[src/rtl/magnet_driver_if.sv]
// Command and status bundle between the board command decoder and the magnet driver.
// Master issues per-channel on/off/clear pulses; slave returns coil drive and status.
interface magnet_driver_if #(
  parameter int unsigned CH = 2
);
  logic [CH-1:0] on;
  logic [CH-1:0] off;
  logic [CH-1:0] clr_fault;
  logic [CH-1:0] magnet_n;
  logic [CH-1:0] active;
  logic [CH-1:0] fault;

  modport master (
    output on, off, clr_fault,
    input  magnet_n, active, fault
  );

  modport slave (
    input  on, off, clr_fault,
    output magnet_n, active, fault
  );
endinterface

[src/rtl/magnet_driver.sv]
// Multi-channel electromagnet driver: pulse commands become held active-low coil drives
// with a full-power kick, PWM hold, max-on timeout with forced cooldown and sticky fault.
module magnet_driver #(
  parameter int unsigned CH            = 2,
  parameter int unsigned PWM_W         = 8,
  parameter int unsigned HOLD_DUTY     = 128,
  parameter int unsigned KICK_CYCLES   = 50_000,
  parameter int unsigned MAX_ON_CYCLES = 50_000_000,
  parameter int unsigned COOL_CYCLES   = 10_000_000
) (
  input  logic            clk,
  input  logic            rst_n,
  magnet_driver_if.slave  bus
);

  localparam int unsigned TW_MAX  = $clog2(MAX_ON_CYCLES + 1);
  localparam int unsigned TW_KICK = $clog2(KICK_CYCLES + 1);
  localparam int unsigned TW_COOL = $clog2(COOL_CYCLES + 1);
  localparam int unsigned TW_A    = (TW_MAX > TW_KICK) ? TW_MAX : TW_KICK;
  localparam int unsigned TW_B    = (TW_A > TW_COOL) ? TW_A : TW_COOL;
  // Timer is shared with the cooldown count, so it must also hold COOL_CYCLES.
  localparam int unsigned TW      = (TW_B < 1) ? 1 : TW_B;

  localparam logic [TW-1:0]  KICK_LAST = TW'(KICK_CYCLES - 1);
  localparam logic [TW-1:0]  MAX_LAST  = TW'(MAX_ON_CYCLES - 1);
  localparam logic [TW-1:0]  COOL_LAST = TW'(COOL_CYCLES - 1);
  localparam logic [TW-1:0]  TIMER_SAT = '1;
  localparam logic [PWM_W:0] DUTY      = (PWM_W + 1)'(HOLD_DUTY);
  localparam logic           TIMEOUT_EN = (MAX_ON_CYCLES != 0);

  typedef enum logic [1:0] {
    OFF  = 2'd0,
    KICK = 2'd1,
    HOLD = 2'd2,
    COOL = 2'd3
  } state_t;

  logic [PWM_W-1:0] pwm_cnt;
  logic             duty_on;

  always_ff @(posedge clk or negedge rst_n) begin
    if (!rst_n) begin
      pwm_cnt <= '0;
    end else begin
      pwm_cnt <= pwm_cnt + 1'b1;
    end
  end

  assign duty_on = ({1'b0, pwm_cnt} < DUTY);

  for (genvar g = 0; g < CH; g++) begin : g_ch
    state_t        state;
    logic [TW-1:0] timer;
    logic          mag_q;
    logic          act_q;
    logic          flt_q;
    logic          timeout;

    assign timeout = TIMEOUT_EN && (timer == MAX_LAST);

    always_ff @(posedge clk or negedge rst_n) begin
      if (!rst_n) begin
        state <= OFF;
        timer <= '0;
        mag_q <= 1'b1;
        act_q <= 1'b0;
        flt_q <= 1'b0;
      end else begin
        // A fault set later in this block overrides the clear.
        if (bus.clr_fault[g]) begin
          flt_q <= 1'b0;
        end
        unique case (state)
          OFF: begin
            if (bus.on[g] && !bus.off[g] && !flt_q) begin
              state <= KICK;
              timer <= '0;
              mag_q <= 1'b0;
              act_q <= 1'b1;
            end
          end
          KICK, HOLD: begin
            if (timeout) begin
              state <= COOL;
              timer <= '0;
              mag_q <= 1'b1;
              act_q <= 1'b0;
              flt_q <= 1'b1;
            end else if (bus.off[g]) begin
              state <= OFF;
              mag_q <= 1'b1;
              act_q <= 1'b0;
            end else begin
              if (timer != TIMER_SAT) begin
                timer <= timer + 1'b1;
              end
              if (state == KICK && timer != KICK_LAST) begin
                mag_q <= 1'b0;
              end else begin
                state <= HOLD;
                mag_q <= !duty_on;
              end
            end
          end
          COOL: begin
            if (timer == COOL_LAST) begin
              state <= OFF;
            end else begin
              timer <= timer + 1'b1;
            end
          end
          default: begin
            state <= OFF;
            mag_q <= 1'b1;
            act_q <= 1'b0;
          end
        endcase
      end
    end

    assign bus.magnet_n[g] = mag_q;
    assign bus.active[g]   = act_q;
    assign bus.fault[g]    = flt_q;
  end

endmodule

[src/flat_wrapper.sv]
// flat-port wrapper written by rule: the top's interface ports become plain ports
module magnet_driver_flat 
#(
  parameter int unsigned CH            = 2,
  parameter int unsigned PWM_W         = 8,
  parameter int unsigned HOLD_DUTY     = 128,
  parameter int unsigned KICK_CYCLES   = 50_000,
  parameter int unsigned MAX_ON_CYCLES = 50_000_000,
  parameter int unsigned COOL_CYCLES   = 10_000_000
)
  (clk, rst_n, bus_on, bus_off, bus_clr_fault, bus_magnet_n, bus_active, bus_fault);
  magnet_driver_if #(.CH(CH)) bus_i ();
  input  logic clk;
  input  logic rst_n;
  input wire logic [$bits(bus_i.on)-1:0] bus_on;
  input wire logic [$bits(bus_i.off)-1:0] bus_off;
  input wire logic [$bits(bus_i.clr_fault)-1:0] bus_clr_fault;
  output wire logic [$bits(bus_i.magnet_n)-1:0] bus_magnet_n;
  output wire logic [$bits(bus_i.active)-1:0] bus_active;
  output wire logic [$bits(bus_i.fault)-1:0] bus_fault;
  assign bus_i.on = bus_on;
  assign bus_i.off = bus_off;
  assign bus_i.clr_fault = bus_clr_fault;
  assign bus_magnet_n = bus_i.magnet_n;
  assign bus_active = bus_i.active;
  assign bus_fault = bus_i.fault;
  magnet_driver #(.CH(CH), .PWM_W(PWM_W), .HOLD_DUTY(HOLD_DUTY), .KICK_CYCLES(KICK_CYCLES), .MAX_ON_CYCLES(MAX_ON_CYCLES), .COOL_CYCLES(COOL_CYCLES)) u_core (.clk(clk), .rst_n(rst_n), .bus(bus_i));
endmodule
[config.mk]
export PLATFORM = sky130hd
export DESIGN_NAME = magnet_driver_flat
export DESIGN_NICKNAME = d
export VERILOG_FILES = /design/src/rtl/magnet_driver_if.sv /design/src/rtl/magnet_driver.sv /design/src/flat_wrapper.sv
export SDC_FILE = /design/constraint.sdc
export NUM_CORES = 1
export LEC_CHECK = 0
export CAP_MARGIN = 20
export CORE_MARGIN = 1
export CORE_UTILIZATION = 35
export CTS_CLUSTER_DIAMETER = 30
export DETAILED_ROUTE_END_ITERATION = 6
export GPL_ROUTABILITY_DRIVEN = 1
export HOLD_SLACK_MARGIN = 0.06
export PLACE_DENSITY = 0.5
export RECOVER_POWER = 50
export SYNTH_ARGS = -nofsm -noshare
export SYNTH_HDL_FRONTEND = slang
export SYNTH_SLANG_ARGS = --single-unit
export TNS_END_PERCENT = 100
[constraint.sdc]
create_clock -name clk -period 6.63 [get_ports clk]
set_input_delay 1.989 -clock clk [delete_from_list [all_inputs] [get_ports clk]]
set_output_delay 1.989 -clock clk [all_outputs]
set_load 0.02 [all_outputs]
Yosys cells after proc, flatten, opt, wreduce, memory -nomap -nowiden --
Index checks and enable logic that the tools add are counted.
Word-level totals: RAM bits 0, latch bits 0, input port bits 8, logic and storage cells 116, bits in read-only memories 0, memories 0, flip-flop bits (word level) 70, output and inout bits 6
Operators by class: bitwise operators 0, equality and inequality tests 28, $add $sub $neg 3, order comparisons 1, shifts and indexed selects 0, div/mod/pow operators 0, reduce and logical (&&, ||, !) cells 25, $mul 0, muxes and demuxes 48
Operators with widths (count):
- two-way mux 26 bit | 10
- one-hot mux 26 bit (3 select lines) | 2
- adder 26 x 1 -> 26 bit (second input constant) | 2
- equality test 26 x 24 -> 1 bit (second input constant) | 2
- equality test 26 bit (second input constant) | 2
- inequality test 26 x 16 -> 1 bit (second input constant) | 2
- inequality test 26 bit (second input constant) | 2
- two-way mux 1 bit | 20
- two-way mux 2 bit | 10
- inequality test 3 x 2 -> 1 bit (second input constant) | 4
- one-hot mux 2 bit (3 select lines) | 2
- AND reduction 3 bit | 4
- adder 8 x 1 -> 8 bit (second input constant) | 1
- equality test 2 bit (second input constant) | 4
- < comparator 8 bit (second input constant) | 1
- inequality test 2 x 1 -> 1 bit (second input constant) | 4
- inequality test 4 x 3 -> 1 bit (second input constant) | 2
- one-hot mux 1 bit (2 select lines) | 4
- AND reduction 4 bit | 2
- logical AND 1 bit | 6
- inequality test 3 x 1 -> 1 bit (second input constant) | 2
- zero test 1 bit | 5
- equality test 2 x 1 -> 1 bit (second input constant) | 2
- zero test 2 bit | 2
- 4 further kinds | 8

Logic depth before layout (Yosys ltp) --
Gate-level depths: netlist (run 1).
word-level depth 6, mapped depth 10, depth with buffers taken out 8

Worst setup path after synthesis (run 1) --
Ideal clock, no wire load.
path type input to register, from input bus_on[0], to register u_core.g_ch[0].timer[21], setup slack 3.350 ns, path buffers 0, cell stages on the path 6, required time 6.567 ns, arrival time 3.217 ns, cell sequence inv_1 -> o31a_1 -> a31oi_1 -> o21ai_2 -> or4_1 -> a21bo_2
On the way: longest elaborated chain between the ends 4
Ends and longest elaborated chain:
- from (decl) | RTL line flat_wrapper.sv:15 | input wire logic [$bits(bus_i.on)-1:0] bus_on;
- logical AND 1 bit (2 in series) | RTL line magnet_driver.sv:75 | if (bus.on[g] && !bus.off[g] && !flt_q) begin
- inequality test 2 x 1 -> 1 bit (no line)
- AND reduction 4 bit (no line)
- to (signal assigned) | RTL line magnet_driver.sv:95 | timer <= timer + 1'b1;
- to (signal assigned) | RTL line magnet_driver.sv:109 | timer <= timer + 1'b1;
- to (decl) | RTL line magnet_driver.sv:53 | logic [TW-1:0] timer;
No other way between the ends. A chain may end at the register's enable or synchronous reset.

Worst setup path after layout (run 1) --
from input bus_off[0], to register u_core.g_ch[0].timer[10]
On the way: longest elaborated chain between the ends 5
Ends and longest elaborated chain:
- from (decl) | RTL line flat_wrapper.sv:16 | input wire logic [$bits(bus_i.off)-1:0] bus_off;
- zero test 1 bit | RTL line magnet_driver.sv:75
- logical AND 1 bit (2 in series) | RTL line magnet_driver.sv:75
- inequality test 2 x 1 -> 1 bit (no line)
- AND reduction 4 bit (no line) (*)
Mark *: on every way between the ends. The rest lies on a longest branch, timed or not.

==> run metrics, run 1 <==
GRT overflow 0; most frequent cell after synthesis dfrtp_1; largest net degree at the start of global routing 71; TNS Setup 0 ns; final period demand of the worst path around 4.0 ns; DR vias/cell 5.73; Post-synth EDFFs 0; Ports 14; fraction of layout cells with a size suffix above 1 7.52%; CTS tree yes; full die area about 0.013 mm2; post_cts resized 0; cts hold-fix bufs 0; Mapped Area 0.00440 mm2; Clock Skews roughly 0.009 ns; final setup vio count 0; cell count after synthesis 500; path type of the worst min-delay path reg2reg; clock share of power approximately a quarter; Critical-path top delay cell clkdlybuf4s50_1; Yosys top cell area share around two fifths; RSZ-0062 raised after global routing no; Synth Register Bits 70; area leader, netlist dfrtp_1; initial antenna violation count 0; GRT Util Overall about a fifth; die width 114 um; num rows 40; first-pass GRT wire length ~19000 um; post-placement cell count approximately 660; Vias ~3900; Area Overhead vs Synth 10.9%; Core Util, Final about 40%; Worst-Margin Slew between 0.9 and 1 ns; Routability Congestion about 0.85; post-DR wirelength/cell ~17 um; Worst R2R Start u_core.g_ch[0].timer[17]$_DFFE_PN0P_; CP Capture Type flip-flop; Core Region 0.0121 mm2; Worst R2R Setup Slack between 3 and 4 ns; Sequential Power Share 30.3%; r2r endpoint u_core.g_ch[0].timer[10]$_DFFE_PN0P_; # clock sinks 70; Tcrit/Tclk final between 60% and 70%; NetSw a little under 700 uW; worst vdd ir between 0.2 and 0.25 mV; final non-filler cell area about 0.0049 mm2; register area share after synthesis 39.9%; Fmax 248 MHz; total power roughly 1.7 mW; Worst Setup Start Kind primary input; Worst Path Required between 6 and 7 ns; non-filler instance count after layout just under 700; vias in the first global route ~3600; DR pass1 iterations 5; Worst R2R Path Depth 7; Commonest cells post-synth 68 x dfrtp_1, 54 x o21ai_0, 39 x nand2_1; status complete, no violations; DRC 0; root buffer cell clkbuf_16; HPWL after DPL 7730 um; worst-path fanout max 31; Largest stage delay, worst path between 0.4 and 0.5 ns; Sw Ratio 40.4%; Vert. Die Dim 114 um; Internal roughly 990 uW; Total Wirelength roughly 11000 um; H-tree depth 3; Post-Syn Nets 518; Place WS 2.26 ns; Final Hold Viols 0; Worst Path Class, Setup in2reg; Hold Path Depth 1; Clock Latency Late Sink roughly 0.34 ns; Slew headroom 38.7%; synth warn 0; max cap viols 0; post-route ant nets 0; Pwr Density about 340 mW/mm2; nets 518; Initial DRC Count ~250; antenna cells 0; Hold Path Origin u_core.pwm_cnt[0]$_DFF_PN0_; CP cell instances clkdlybuf4s50_1 -> o31a_1 -> a31oi_1 -> o21ai_2 -> buf_4 -> nand2b_1 -> o311ai_0; Starting Density a little over a third; Post-CTS Setup Inserts 0; Clock transition at path regs about 0.050 ns; hold slack about 0.48 ns; static leakage 1.92 nW; Async S/R FF share, synth 100%; clock buffer depth 2; WP data arrival about 4.3 ns; IO buf count 13; combinational group share of total power between 40% and 50%; Netlist cell types 64; synth top area cells dfrtp_1 39%, o21ai_0 6.1%, o31ai_1 3.6%, nand3_1 3.4%, nand2_1 3.3%; Synth Area per Inst around 8.8 um2; final worst slack between 2 and 3 ns; Hold EP u_core.pwm_cnt[0]$_DFF_PN0_; final slew viol count 0; ys flop type dfrtp_1; post-placement cell area between 0.004 and 0.005 mm2; CTS Buf Count 9
worst max-delay path, delay by kind of cell:
family	cells	cell delay [ns]
AOI/OAI and AO/OA	4	1.05
and+or+nand+nor	1	0.47
buffers and inverters	2	0.73
logic make-up after synthesis:
| logic type | count (synthesis) | synth area share (%) |
|---|---|---|
| multiplexers | 5 | 1.17 |
| XOR/XNOR | 6 | 1.20 |
| adder cells (fa/ha/maj) | 10 | 2.85 |
| flip-flops | 70 | 39.9 |
| AND/OR/NAND/NOR | 200 | 25.7 |
| buffers and inverters | 53 | 5.81 |
| AO/OA/AOI/OAI | 156 | 23.4 |
area by class of cell:
class | instances | area [um2]
Timing Repair Buffer | 18 | 165
Clock inverter | 4 | 22.5
Inverter | 24 | 90.1
Clock buffer | 12 | 246
Sequential cell | 70 | 1750
Tap cell | 168 | 210
Multi-Input combinational cell | 377 | 2390
Fill cell | 1248 | 7240
state kept, by name (all words and copies together) (netlist names):
register and flops:
u_core.g_ch.state 4, u_core.pwm_cnt 8, u_core.g_ch.act_q 2, u_core.g_ch.mag_q 2
u_core.g_ch.timer 52, u_core.g_ch.flt_q 2
worst max path at each step:
stage | start | slack (ns) | end | depth (start not counted)
after global routing | bus_off[0] | 2.43 | u_core.g_ch[0].timer[10]$_DFFE_PN0P_ | 7
after CTS | bus_off[0] | 2.61 | u_core.g_ch[0].timer[10]$_DFFE_PN0P_ | 7
final | bus_off[0] | 2.60 | u_core.g_ch[0].timer[10]$_DFFE_PN0P_ | 7
after floorplan | bus_on[0] | 3.35 | u_core.g_ch[0].timer[21]$_DFFE_PN0P_ | 6
after detailed placement | bus_off[0] | 2.26 | u_core.g_ch[0].timer[10]$_DFFE_PN0P_ | 7
after global placement | bus_off[0] | 2.32 | u_core.g_ch[0].timer[10]$_DFFE_PN0P_ | 7
routing by layer:
metal / part of all wire (%) / track usage, % / vias up
li1: - / - / 1884
met1: 48 / 24.2 / 1879
met2: 47 / 30.9 / 75
met3: 3.2 / 3.18 / 15
met4: 1.7 / 8.05 / 0
met5: 0 / 0 / -
power groups by stage:
stage / Clock [mW] / Sequential (mW) / Combinational (mW)
3_5_place_dp: 0 / 0.513 / 0.719
6_report: 0.443 / 0.506 / 0.718
3_3_place_gp: 0 / 0.512 / 0.711
5_1_grt: 0.475 / 0.511 / 0.793
4_1_cts: 0.459 / 0.506 / 0.724
2_1_floorplan: 0 / 0.498 / 0.562
cells in the final DEF, fill, tap and decap left out, types with 4 or more instances in the layout:
master           netlist  layout
o211ai_1               4       4
a21oi_1               15      15
o31ai_1               21      21
nand2_1               39      39
o41ai_1                5       5
a31oi_1               10      10
inv_1                 24      24
and3_1                 9       9
nand3b_1               4       4
a22o_1                 7       7
nor4_1                 6       6
o21ai_0               54      54
a21o_1                 4       4
mux2i_1                4       4
nor2_1                30      30
or4_1                  7       7
nand4_1               16      16
clkdlybuf4s50_1        0      10
nand2b_1               8       8
nor3_1                14      14
buf_4                  8       6
nor2b_1                5       5
o22ai_1                4       4
a211oi_1               4       4
and4_1                 7       7
xnor2_1                4       4
or3_1                  4       4
dfrtp_1               68      68
nand3_1               30      30
o21bai_1               4       4
clkbuf_16              0       9
ha_1                  10      10
(Power assumes the default switching activity.)
==> inputs of run 2 (changes only) <==
Clock period 6.63 ns to 3.8 ns, I/O delays scaled along.
==> run metrics, run 2 (same netlist as run 1, synthesis figures left out) <==
failing checks max-capacitance violations, max-slew violations; first-pass GRT wire length about 20000 um; Core Util, Final 41.3%; CTS Buf Count 9; num rows 40; Layout fillers around 1200; Area Overhead vs Synth 13.7%; WP data arrival roughly 3.3 ns; final slew viol count slightly above 70; Vias 3898; Worst R2R Start u_core.g_ch[0].timer[0]$_DFFE_PN0P_; full die area between 0.01 and 0.015 mm2; clock buffer depth 2; Worst Setup Start Kind primary input; Sequential Power Share between 20 and 30%; Sequential cell area 0.00175 mm2; hold slack between 0.4 and 0.5 ns; fraction of layout cells with a size suffix above 1 under 10%; DRC 0; worst vdd ir roughly 0.52 mV; Post-CTS Setup Inserts 0; Clock Latency Late Sink roughly 0.34 ns; NetSw 1.20 mW; antenna cells 0; IO buf count 13; Worst R2R Path Depth 8; final worst slack 0.800 ns; Ports 14; root buffer cell clkbuf_16; HPWL after DPL approximately 8100 um; Place WS 0.446 ns; Sw Ratio 37.2%; GRT overflow 0; post_cts resized 0; die width 114 um; H-tree depth 3; Worst Path Class, Setup in2reg; status finished with violations; # clock sinks 70; Core Region 0.0121 mm2; post-route ant nets 0; max reg flops between 50 and 60; area of the multi-input gates approximately 0.0024 mm2; static leakage slightly below 2 nW; Pwr Density 643 mW/mm2; clock share of power about 33%; CP Capture Type flip-flop; Worst Path Required 4.05 ns; nets 521; path type of the worst min-delay path reg2reg; Fmax between 300 and 400 MHz; Vert. Die Dim approximately 110 um; worst-path fanout max 22; Slew headroom -24.9%; Worst-Margin Slew about 1.9 ns; DR pass1 iterations 4; Worst R2R Setup Slack approximately 0.88 ns; max cap viols 1; CTS tree yes; r2r endpoint u_core.g_ch[0].timer[25]$_DFFE_PN0P_; GRT Util Overall between 10% and 20%; Routability Congestion around 0.85; DR vias/cell approximately 5.8; final setup vio count 0; Clock transition at path regs 0.06 ns; most common cell after layout, fill and taps aside dfrtp_1; post-DR wirelength/cell around 17 um; Total Wirelength about 12000 um; TNS Setup 0 ns; RSZ-0062 raised after global routing no; vias in the first global route 3857; initial antenna violation count 0; Setup crit end u_core.g_ch[0].timer[22]$_DFFE_PN0P_; non-filler instance count after layout between 600 and 700; Clock Skews approximately 0.0075 ns; Starting Density between 30% and 40%; top flop regs u_core.g_ch.timer (52), u_core.pwm_cnt (8), u_core.g_ch.state (4); Tcrit/Tclk final 79.0%; largest reg by FF count u_core.g_ch.timer; Final Hold Viols 0; combinational group share of total power roughly two fifths; final period demand of the worst path around 3.0 ns; cts hold-fix bufs 0; post-placement cell count between 600 and 700; Initial DRC Count approximately 260; most frequent cells in the layout 68 x dfrtp_1, 54 x o21ai_0, 39 x nand2_1, 30 x nor2_1, 30 x nand3_1; Critical Path Source bus_off[0]; largest net degree at the start of global routing 71; Internal between 2 and 2.5 mW
## run 2: worst min path at each step
stage | startpoint | endpoint | depth (start not counted)
2_1_floorplan | u_core.pwm_cnt[0]$_DFF_PN0_ | u_core.pwm_cnt[0]$_DFF_PN0_ | 1
6_report | u_core.pwm_cnt[7]$_DFF_PN0_ | u_core.pwm_cnt[7]$_DFF_PN0_ | 1
3_3_place_gp | u_core.pwm_cnt[6]$_DFF_PN0_ | u_core.pwm_cnt[6]$_DFF_PN0_ | 1
4_1_cts | u_core.pwm_cnt[7]$_DFF_PN0_ | u_core.pwm_cnt[7]$_DFF_PN0_ | 1
3_5_place_dp | u_core.pwm_cnt[7]$_DFF_PN0_ | u_core.pwm_cnt[7]$_DFF_PN0_ | 1
5_1_grt | u_core.pwm_cnt[3]$_DFF_PN0_ | u_core.pwm_cnt[3]$_DFF_PN0_ | 1
## run 2: layout make-up
type,instances,area share (%)
multi-input cells,377,47.8
well taps,168,4.21
inverters,24,1.80
clock inverters,6,2.65
repair buffers,21,3.70
clock buffers,10,4.78
flip-flops and latches,70,35.1
## run 2: per-layer routing
layer  vias up  wire, um  track usage [%]
met5         -         0                0
met4         0       181             6.58
met3        17       494             5.24
met2        82      5690             32.3
met1      1910      5410             25.1
li1       1889         -                -
## run 2: power groups by stage
stage,logic (mW),registers [mW],clock network (mW)
final,1.27,0.882,1.06
after global routing,1.42,0.891,1.11
after CTS,1.28,0.882,1.09
after detailed placement,1.28,0.895,0
after global placement,1.28,0.894,0
after floorplan,0.980,0.868,0
## run 2: critical path, cell delays in order
cell and delay [ns]:
clkdlybuf4s50_1 0.49, o31a_1 0.37, a31oi_1 0.19, o21ai_2 0.26, nand2b_1 0.33, buf_4 0.23, o31ai_1 0.24
## run 2: metrics by stage
step	power (mW)	area [um2]
2_1_floorplan	1.85	4400
3_3_place_gp	2.17	4630
3_5_place_dp	2.18	4630
4_1_cts	3.25	5000
5_1_grt	3.42	5000
6_report	3.21	5000
